### src/rtl/debounce_edge.sv
// Synchronises an asynchronous level, accepts a new level only after it has been
// seen on STABLE_CYCLES consecutive synchronised samples, and flags accepted edges.
`timescale 1ps/1ps

module debounce_edge #(
    parameter int unsigned STABLE_CYCLES = 4,
    parameter int unsigned CNT_W         = 8
) (
    input  logic CLK,
    input  logic res,
    input  logic D_raw,
    output logic Q,
    output logic rise,
    output logic fall,
    output logic busy
);

    typedef enum logic [1:0] {
        STABLE_LO = 2'd0,
        WAIT_HI   = 2'd1,
        STABLE_HI = 2'd2,
        WAIT_LO   = 2'd3
    } state_t;

    localparam logic [CNT_W-1:0] LP_CNT_MAX = CNT_W'(STABLE_CYCLES - 1);
    localparam logic [CNT_W-1:0] LP_CNT_ONE = CNT_W'(1);

    logic             r_s1;
    logic             r_s2;
    state_t           r_state;
    logic [CNT_W-1:0] r_cnt;
    logic             r_q;
    logic             r_rise;
    logic             r_fall;

    state_t           w_state_nxt;
    logic [CNT_W-1:0] w_cnt_nxt;
    logic             w_q_nxt;
    logic             w_rise_nxt;
    logic             w_fall_nxt;

    // Two-flop synchroniser; only r_s2 is allowed to reach the qualifier.
    always_ff @(posedge CLK or posedge res) begin
        if (res) begin
            r_s1 <= 1'b0;
            r_s2 <= 1'b0;
        end else begin
            r_s1 <= D_raw;
            r_s2 <= r_s1;
        end
    end

    always_ff @(posedge CLK or posedge res) begin
        if (res) begin
            r_state <= STABLE_LO;
            r_cnt   <= '0;
            r_q     <= 1'b0;
            r_rise  <= 1'b0;
            r_fall  <= 1'b0;
        end else begin
            r_state <= w_state_nxt;
            r_cnt   <= w_cnt_nxt;
            r_q     <= w_q_nxt;
            r_rise  <= w_rise_nxt;
            r_fall  <= w_fall_nxt;
        end
    end

    always_comb begin
        w_state_nxt = r_state;
        w_cnt_nxt   = r_cnt;
        w_q_nxt     = r_q;
        w_rise_nxt  = 1'b0;
        w_fall_nxt  = 1'b0;
        case (r_state)
            STABLE_LO: begin
                if (r_s2) begin
                    w_state_nxt = WAIT_HI;
                    w_cnt_nxt   = LP_CNT_ONE;
                end
            end
            WAIT_HI: begin
                if (!r_s2) begin
                    w_state_nxt = STABLE_LO;
                    w_cnt_nxt   = '0;
                end else if (r_cnt == LP_CNT_MAX) begin
                    w_state_nxt = STABLE_HI;
                    w_cnt_nxt   = '0;
                    w_q_nxt     = 1'b1;
                    w_rise_nxt  = 1'b1;
                end else begin
                    w_cnt_nxt = r_cnt + LP_CNT_ONE;
                end
            end
            STABLE_HI: begin
                if (!r_s2) begin
                    w_state_nxt = WAIT_LO;
                    w_cnt_nxt   = LP_CNT_ONE;
                end
            end
            WAIT_LO: begin
                if (r_s2) begin
                    w_state_nxt = STABLE_HI;
                    w_cnt_nxt   = '0;
                end else if (r_cnt == LP_CNT_MAX) begin
                    w_state_nxt = STABLE_LO;
                    w_cnt_nxt   = '0;
                    w_q_nxt     = 1'b0;
                    w_fall_nxt  = 1'b1;
                end else begin
                    w_cnt_nxt = r_cnt + LP_CNT_ONE;
                end
            end
            default: begin
                w_state_nxt = STABLE_LO;
                w_cnt_nxt   = '0;
            end
        endcase
    end

    assign Q    = r_q;
    assign rise = r_rise;
    assign fall = r_fall;
    // Decoded from the state register only, so D_raw never reaches an output combinationally.
    assign busy = (r_state == WAIT_HI) || (r_state == WAIT_LO);

    a_pulses_exclusive: assert property (@(posedge CLK) disable iff (res) !(rise && fall));
    a_cnt_in_range:     assert property (@(posedge CLK) disable iff (res) r_cnt <= LP_CNT_MAX);

endmodule

### config.mk
export PLATFORM = sky130hd
export DESIGN_NAME = debounce_edge
export DESIGN_NICKNAME = d
export VERILOG_FILES = /design/src/rtl/debounce_edge.sv
export SDC_FILE = /design/constraint.sdc
export NUM_CORES = 1
export LEC_CHECK = 0
export ABC_AREA = 1
export BUFFER_PORTS_ARGS = -buffer_cell sky130_fd_sc_hd__buf_4
export CORE_ASPECT_RATIO = 0.75
export CORE_UTILIZATION = 48
export CTS_BUF_LIST = sky130_fd_sc_hd__clkbuf_8
export CTS_CLUSTER_DIAMETER = 80
export DETAILED_ROUTE_END_ITERATION = 7
export MAX_ROUTING_LAYER = met4
export PLACE_DENSITY = 0.78
export RECOVER_POWER = 25
export SLEW_MARGIN = 0
export SYNTH_ARGS = -nofsm -noshare
export SYNTH_HDL_FRONTEND = slang
export SYNTH_SLANG_ARGS = --single-unit
### constraint.sdc
create_clock -name CLK -period 2.7 [get_ports CLK]
set_input_delay 0.135 -clock CLK [delete_from_list [all_inputs] [get_ports CLK]]
set_output_delay 0.135 -clock CLK [all_outputs]
set_load 0.005 [all_outputs]
---- Word level (Yosys, flattened, before mapping) ----
Index checks and enable logic that the tools add are counted.
operators by class
  $add $sub $neg .......................... 1
  equality and inequality tests ........... 12
  mux-type cells .......................... 23
  reduce and logical (&&, ||, !) cells .... 6
operators with widths
  kind                 count
  $mux 8               5
  $pmux 8 s4           1
  $mux 2               6
  $ne 2x2->1 const B   6
  $mux 1               9
  $add 8x1->8 const B  1
  $eq 8x2->1 const B   1
  $pmux 2 s4           1
  $ne 3x3->1 const B   2
  $reduce_and 5->1     1
  $eq 2x2->1 const B   2
  $reduce_and 4->1     1
  $eq 2x1->1 const B   1
  $logic_not 2->1      1
  $pmux 1 s2           1
  $reduce_and 2->1     1
  $reduce_bool 2->1    1
  $logic_or 1x1->1     1
storage, ports and cells
  register bits after elaboration ......... 15
  output and inout bits ................... 4
  logic and storage cells ................. 49

---- Depth between registers and ports, before layout ----
Gate-level depths: netlist of run 1.
  word-level depth ........................ 4
  depth in mapped cells ................... 8
  depth with buffers taken out ............ 8

---- Worst setup path before layout of run 1 ----
No wires, ideal clock.
  path type ............................... register -> register
  start ................................... register r_cnt[0]
  end ..................................... register (tool-made name)
  library setup time ...................... 117 ps
  arrival time ............................ 1,082 ps
  slack ................................... 1,501 ps
  stages on the path, launching flop included .. 9
  path buffers ............................ 0
  cell sequence ........................... dfrtp_1 > ha_1 > nand2_1 > nor2_2 > nand2_2 > nand2_4 > nand2_2 > nand2_1 > nand2_1
RTL lines
  element                 RTL line  text
  start, declared         31        logic [CNT_W-1:0] r_cnt;
  start signal, assigned  62        r_cnt <= w_cnt_nxt;

==> qor.yml, run 1 <==
synth:
  synth_edf_count: 0
  ys.flop_type: "dfrtp_1"
  syn-num-nets: 107
  synth_cells: 103
  async_reset_ff_share_pct: 100
  avgSynthCellArea_um2: 8.26
  syn-cell-area_um2: 851
  synth_compound_gate_area_share_pct: 7.50
  synth_seq_area_share_pct: 44.1
  synth.area.top_cells: "dfrtp_1 (44%), nand2_1 (11%), inv_1 (4.9%)"
  yosysTopAreaCell: "dfrtp_1"
  synth_top_area_share_pct: 44.1
  synthMuxAreaShare_pct: 0
  synth_xor_area_share_pct: 2.06
  synth_top_family_by_area: "simple AND/OR/NAND/NOR gates"
  synth_cell_type_count: 24
  synthSimpleGateAreaFrac_pct: 36.0
  synth_adder_area_share_pct: 1.47
  synth_seq_cells: 15
  yosys_warnings: 0
clock_network:
  ctsResizeCount: 0
  cts_root_buffer: "clkbuf_8"
  cts_hold_buffers: 2
  post_cts_buffers: 0
  clockBufferDepth: 2
  h-tree-depth: 1
  clkTransAtPathRegs_ps: 60
  cts_made_buffers: 3
  cts_sinks: 15
  cts_tree: "yes"
  worstSkewPairLatency_ps: 250
final_layout:
  drive_above_1_share_pct: 26.5
  num-fill-cells: 139
  num_antenna_cells: 0
  nNetsFinal: 118
  regArea_um2: 375
  area_growth_pct: 14.7
  design_area_um2: 976
  multi_input_area_um2: 400
die:
  core_area_mm2: 0.00156
  rows: 12
  io_pins: 7
  die_area_mm2: 0.00195
  die_width_um: 50.6
  die_y_um: 38.5
  initial_core_util_pct: 54.5
critical_path:
  end_kind: "flip-flop"
  path_max_fanout: 6
  crit_type: "reg2reg"
  worst_ep_required_time_ps: 2840
  arrival_ps: 1500
  r2r_cells: 8
  start_kind: "flip-flop"
sta:
  hold_violations: 0
  rsz0062_at_grt: "no"
  setup_violations: 0
  slew_headroom_pct: 62.8
  drv_slew: 0
  worst_pin_slew_ps: 558
  max_freq_mhz: 735
  fin_crit_ps: 1360
  skew_ps: 4.90
  period_share_pct: 50.4
  tns_ps: 0
placement:
  io_buffer_count: 6
  place.gp.congestion: 0.839
  dp_hpwl_um: 1320
  placed_cell_area_um2: 907
power:
  seqPwrFrac_pct: 42.2
  p_leak_uw: 0.000480
  p_per_area_mw_per_mm2: 803
  power.share.clock_pct: 23.3
  p_sw_uw: 308
  combinationalPowerShare_pct: 34.5
  internal_power_uw: 476
  switching_share_pct: 39.3
  ir_drop_uv: 571
  fin_total_pwr_uw: 784
grt:
  grt_pass1_vias: 630
  grt_max_degree: 16
  grt_antenna_before_repair: 0
  grtUsageTotal_pct: 20.7
  grt_pass1_wl_um: 2730
  gr-total-overflow: 0
hold_path:
  hold_path.class: "reg2reg"
  min_path_cells: 0
drt:
  wl_per_cell_um: 12.7
  num_vias: 679
  routed_wl_um: 1700
  drc: 0
  vias_per_cell: 5.07
  drt_iter0_markers: 23
  final_antenna_net_count: 0
  dr.pass1.iters: 4
job:
  maxCapViolations: 0
outcome:
  outcome: "finished, final reports clean"
-- layout by cell type (no fill, tap or decap) --
master,n
a21oi_1,1
a22o_1,1
buf_4,1
clkbuf_4,5
clkbuf_8,3
clkinvlp_4,1
dfrtp_1,15
dlygate4sd3_1,2
ha_1,1
inv_1,11
inv_2,5
nand2_1,25
nand2_2,4
nand2_4,3
nand3_1,8
nand3_2,2
nand4_1,3
nor2_1,10
nor2_2,1
nor2_4,1
nor2_8,1
o21ai_0,2
o21ai_2,3
o21bai_1,1
o22ai_1,1
xnor2_1,1
xor2_1,1
-- kinds of logic after synthesis --
kind of cell,count (synthesis)
buf+inv,18
flops,15
fa+ha+maj,1
compound gates,9
xor+xnor,2
simple gates,58
-- per-layer routing --
layer / wire (µm) / global-route usage (%)
met1: 814 / 25.2
met2: 808 / 35.3
met3: 69 / 4.76
met4: 11 / 5.56
met5: 0 / -
-- cells in the mapped netlist, types with 2 or more instances --
| cell type | number |
|---|---|
| dfrtp_1 | 15 |
| inv_1 | 11 |
| nor2_1 | 10 |
| o21ai_0 | 2 |
| nand3_1 | 8 |
| nand2_2 | 4 |
| nand4_1 | 3 |
| inv_2 | 5 |
| nand2_4 | 3 |
| nand3_2 | 2 |
| nand2_1 | 25 |
| o21ai_2 | 3 |
-- sequential cells by signal (all words and copies together) (netlist names), named ones only --
signal and count:
Q 1, fall 1, r_cnt 8, r_s1 1, r_s2 1, r_state 1, rise 1
-- per-stage QoR --
| step | worst slack (ps) | hold WS (ps) | cells | utilization (%) |
|---|---|---|---|---|
| 4_1_cts | 1340 | 365 | 134 | 62.5 |
| 2_1_floorplan | 1500 | 36.5 | 103 | - |
| 5_1_grt | 1230 | 365 | 134 | 62.5 |
| 3_3_place_gp | 1440 | 224 | 128 | 58.1 |
| 6_report | 1340 | 358 | 134 | 62.5 |
| 3_5_place_dp | 1350 | 229 | 128 | 58.1 |
-- worst paths after layout --
kind	from	end	slack, ps
max	r_cnt[0]$_DFFE_PP0P_	flip-flop	1340
min	r_s1$_DFF_PP0_	r_s2$_DFF_PP0_	360
max reg2reg	r_cnt[0]$_DFFE_PP0P_	flip-flop	1340
min reg2reg	r_s1$_DFF_PP0_	r_s2$_DFF_PP0_	360
max in group asynchronous	res	rise$_DFF_PP0_	1830
min in group asynchronous	res	r_s1$_DFF_PP0_	500
-- worst max-delay path, stage by stage (launching register included) --
cell	delay [ps]
dfrtp_1	410
ha_1	250
nand2_1	90
nor2_2	110
nand2_2	90
nand2_4	110
nand2_2	60
nand2_1	70
nand2_1	60
-- power by group through the flow --
stage          Sequential, µW  Clock (µW)  Combinational (µW)
2_1_floorplan             297           0                 252
3_3_place_gp              330           0                 259
3_5_place_dp              335           0                 269
4_1_cts                   331         189                 274
5_1_grt                   336         198                 299
6_report                  331         183                 271
-- cell type report --
cell class              instances  area share [%]
multi-input cells              70            41.0
well taps                      21            2.69
clock buffers                   3            4.23
clock inverters                 1           0.769
inverters                      16            6.15
flip-flops and latches         15            38.5
repair buffers                  8            6.67
No activity file was read; power rests on OpenSTA's default activity.
==> inputs of run 2 (changes only) <==
clock period = 1.4 ns   (was 2.7 ns; I/O delays follow)
==> run 2 against run 1 <==
Power rose by 99%. Wire length fell by 4.8%. Register-to-register slack got worse by 1200 ps. Flip-flop and latch count stayed put. Clock power grew 94%. Core utilization is 0.96 points higher. Combinational power is 120% higher. Critical path depth stayed put. Fmax grew 5.8%. Largest power group unchanged. Highest routed layer unchanged.
==> qor.yml, run 2 (synthesis results as in run 1) <==
final_layout:
  final_common_cell: "nand2_1"
  layout_common_cells: "nand2_1 (25), dfrtp_1 (15), inv_1 (11)"
  num_antenna_cells: 0
  nNetsFinal: 120
  multi_input_area_um2: 403
  num-fill-cells: 138
  area_growth_pct: 16.5
  drive_above_1_share_pct: 28.7
  design_area_um2: 991
  top_register: "r_cnt"
  largest_reg_flops: 8
  final_util_pct: 63.5
  regArea_um2: 375
power:
  internal_power_uw: 953
  switching_share_pct: 38.8
  p_leak_uw: 0.000491
  combinationalPowerShare_pct: 37.6
  p_per_area_mw_per_mm2: 1570
  p_sw_uw: 604
  seqPwrFrac_pct: 39.6
  power.share.clock_pct: 22.8
  ir_drop_uv: 1260
critical_path:
  start_kind: "flip-flop"
  cp.depth: 8
  worst_ep_required_time_ps: 1550
  r2r_end: "r_cnt[0]$_DFFE_PP0P_"
  path_max_fanout: 6
  arrival_ps: 1430
  r2r_cells: 8
  crit_start: "r_cnt[0]$_DFFE_PP0P_"
  endpoint: "r_cnt[0]$_DFFE_PP0P_"
  reg2reg_from: "r_cnt[0]$_DFFE_PP0P_"
  crit_chain: "ha_2 -> nand2_1 -> nor2_2 -> nand2_2 -> nand2_4 -> nand2_2 -> nand2_1 -> inv_1"
  crit_family: "simple AND/OR/NAND/NOR gates"
  cp_slowest_stage_delay_ps: 400
  crit_type: "reg2reg"
  end_kind: "flip-flop"
  slowest_stage: "dfrtp_1"
  r2r_setup_slack_ps: 110
  worst-path-buf-inv: 1
hold_path:
  hold_path.class: "reg2reg"
  worstHoldStart: "r_s1$_DFF_PP0_"
sta:
  slew_headroom_pct: 62.4
  skew_ps: 1.49
  period_share_pct: 91.8
  worst_pin_slew_ps: 563
  drv_slew: 0
  hold_violations: 0
  setup_violations: 0
  max_freq_mhz: 778
  fin_crit_ps: 1290
placement:
  place.gp.congestion: 0.824
  placed_cell_area_um2: 915
  io_buffer_count: 6
  dp_hpwl_um: 1250
die:
  core_area_mm2: 0.00156
  rows: 12
  die_area_mm2: 0.00195
  initial_core_util_pct: 54.5
  die_width_um: 50.6
  io_pins: 7
  die_y_um: 38.5
drt:
  drt_iter0_markers: 20
  dr.pass1.iters: 4
  drc: 0
  num_vias: 682
  wl_per_cell_um: 11.9
  routed_wl_um: 1620
  vias_per_cell: 5.01
  final_antenna_net_count: 0
grt:
  grtUsageTotal_pct: 22.0
  grt_max_degree: 16
  grt_pass1_wl_um: 2820
  gr-total-overflow: 0
  grt_pass1_vias: 632
  grt_antenna_before_repair: 0
clock_network:
  clockBufferDepth: 2
  cts_sinks: 15
  worstSkewPairLatency_ps: 250
  cts_made_buffers: 3
  cts_tree: "yes"
  h-tree-depth: 1
  cts_root_buffer: "clkbuf_8"
  clkTransAtPathRegs_ps: 60
job:
  maxCapViolations: 0
outcome:
  outcome: "finished, final reports clean"
## run 2: worst min path at each step
stage                           endpoint  slack, ps  depth (start not counted)
detailed placement        r_s1$_DFF_PP0_        160                          2
global placement    r_cnt[0]$_DFFE_PP0P_        160                          2
finish                    r_s2$_DFF_PP0_        360                          0
CTS                       r_s2$_DFF_PP0_        370                          0
floorplan                  Q$_DFFE_PP0P_        -30                          1
global route              r_s2$_DFF_PP0_        370                          0
## run 2: repair_timing
item,4_1_cts,5_1_grt
endpoints found under the hold margin,16,0
hold buffers,2,0
setup endpoints to repair,0,3
gates resized for setup,0,1
buffers inserted,0,1
## run 2: routing by layer
layer	part of all wire, %	GRT usage (%)	wire (µm)
met1	47	26.5	768
met5	0	-	0
met2	46	35.3	738
met4	1.2	6.94	19
met3	5.8	7.54	94
## run 2: area by class of cell
cell class                      count  area share (%)
Tap cell                           21            2.65
Multi-Input combinational cell     70            40.7
Clock buffer                        3            4.17
Timing Repair Buffer               10            8.08
Clock inverter                      1           0.505
Sequential cell                    15            37.9
Inverter                           16            6.06
## run 2: power by group through the flow
stage | combinational [µW] | clock (µW) | sequential (µW)
2_1_floorplan | 485 | 0 | 573
3_3_place_gp | 546 | 0 | 613
3_5_place_dp | 560 | 0 | 622
4_1_cts | 567 | 367 | 615
5_1_grt | 648 | 382 | 626
6_report | 586 | 355 | 616
## run 2: per-stage QoR
| stage | hold slack, ps | TNS, ps | cells | total power, µW | setup slack, ps |
|---|---|---|---|---|---|
| after floorplan | -28.5 | 0 | 103 | 1060 | 201 |
| after global placement | 156 | 0 | 129 | 1160 | 120 |
| after detailed placement | 158 | 0 | 129 | 1180 | 85.7 |
| after CTS | 369 | 0 | 135 | 1550 | 73.5 |
| after global routing | 369 | -0.894 | 136 | 1660 | -0.894 |
| final | 362 | 0 | 136 | 1560 | 115 |
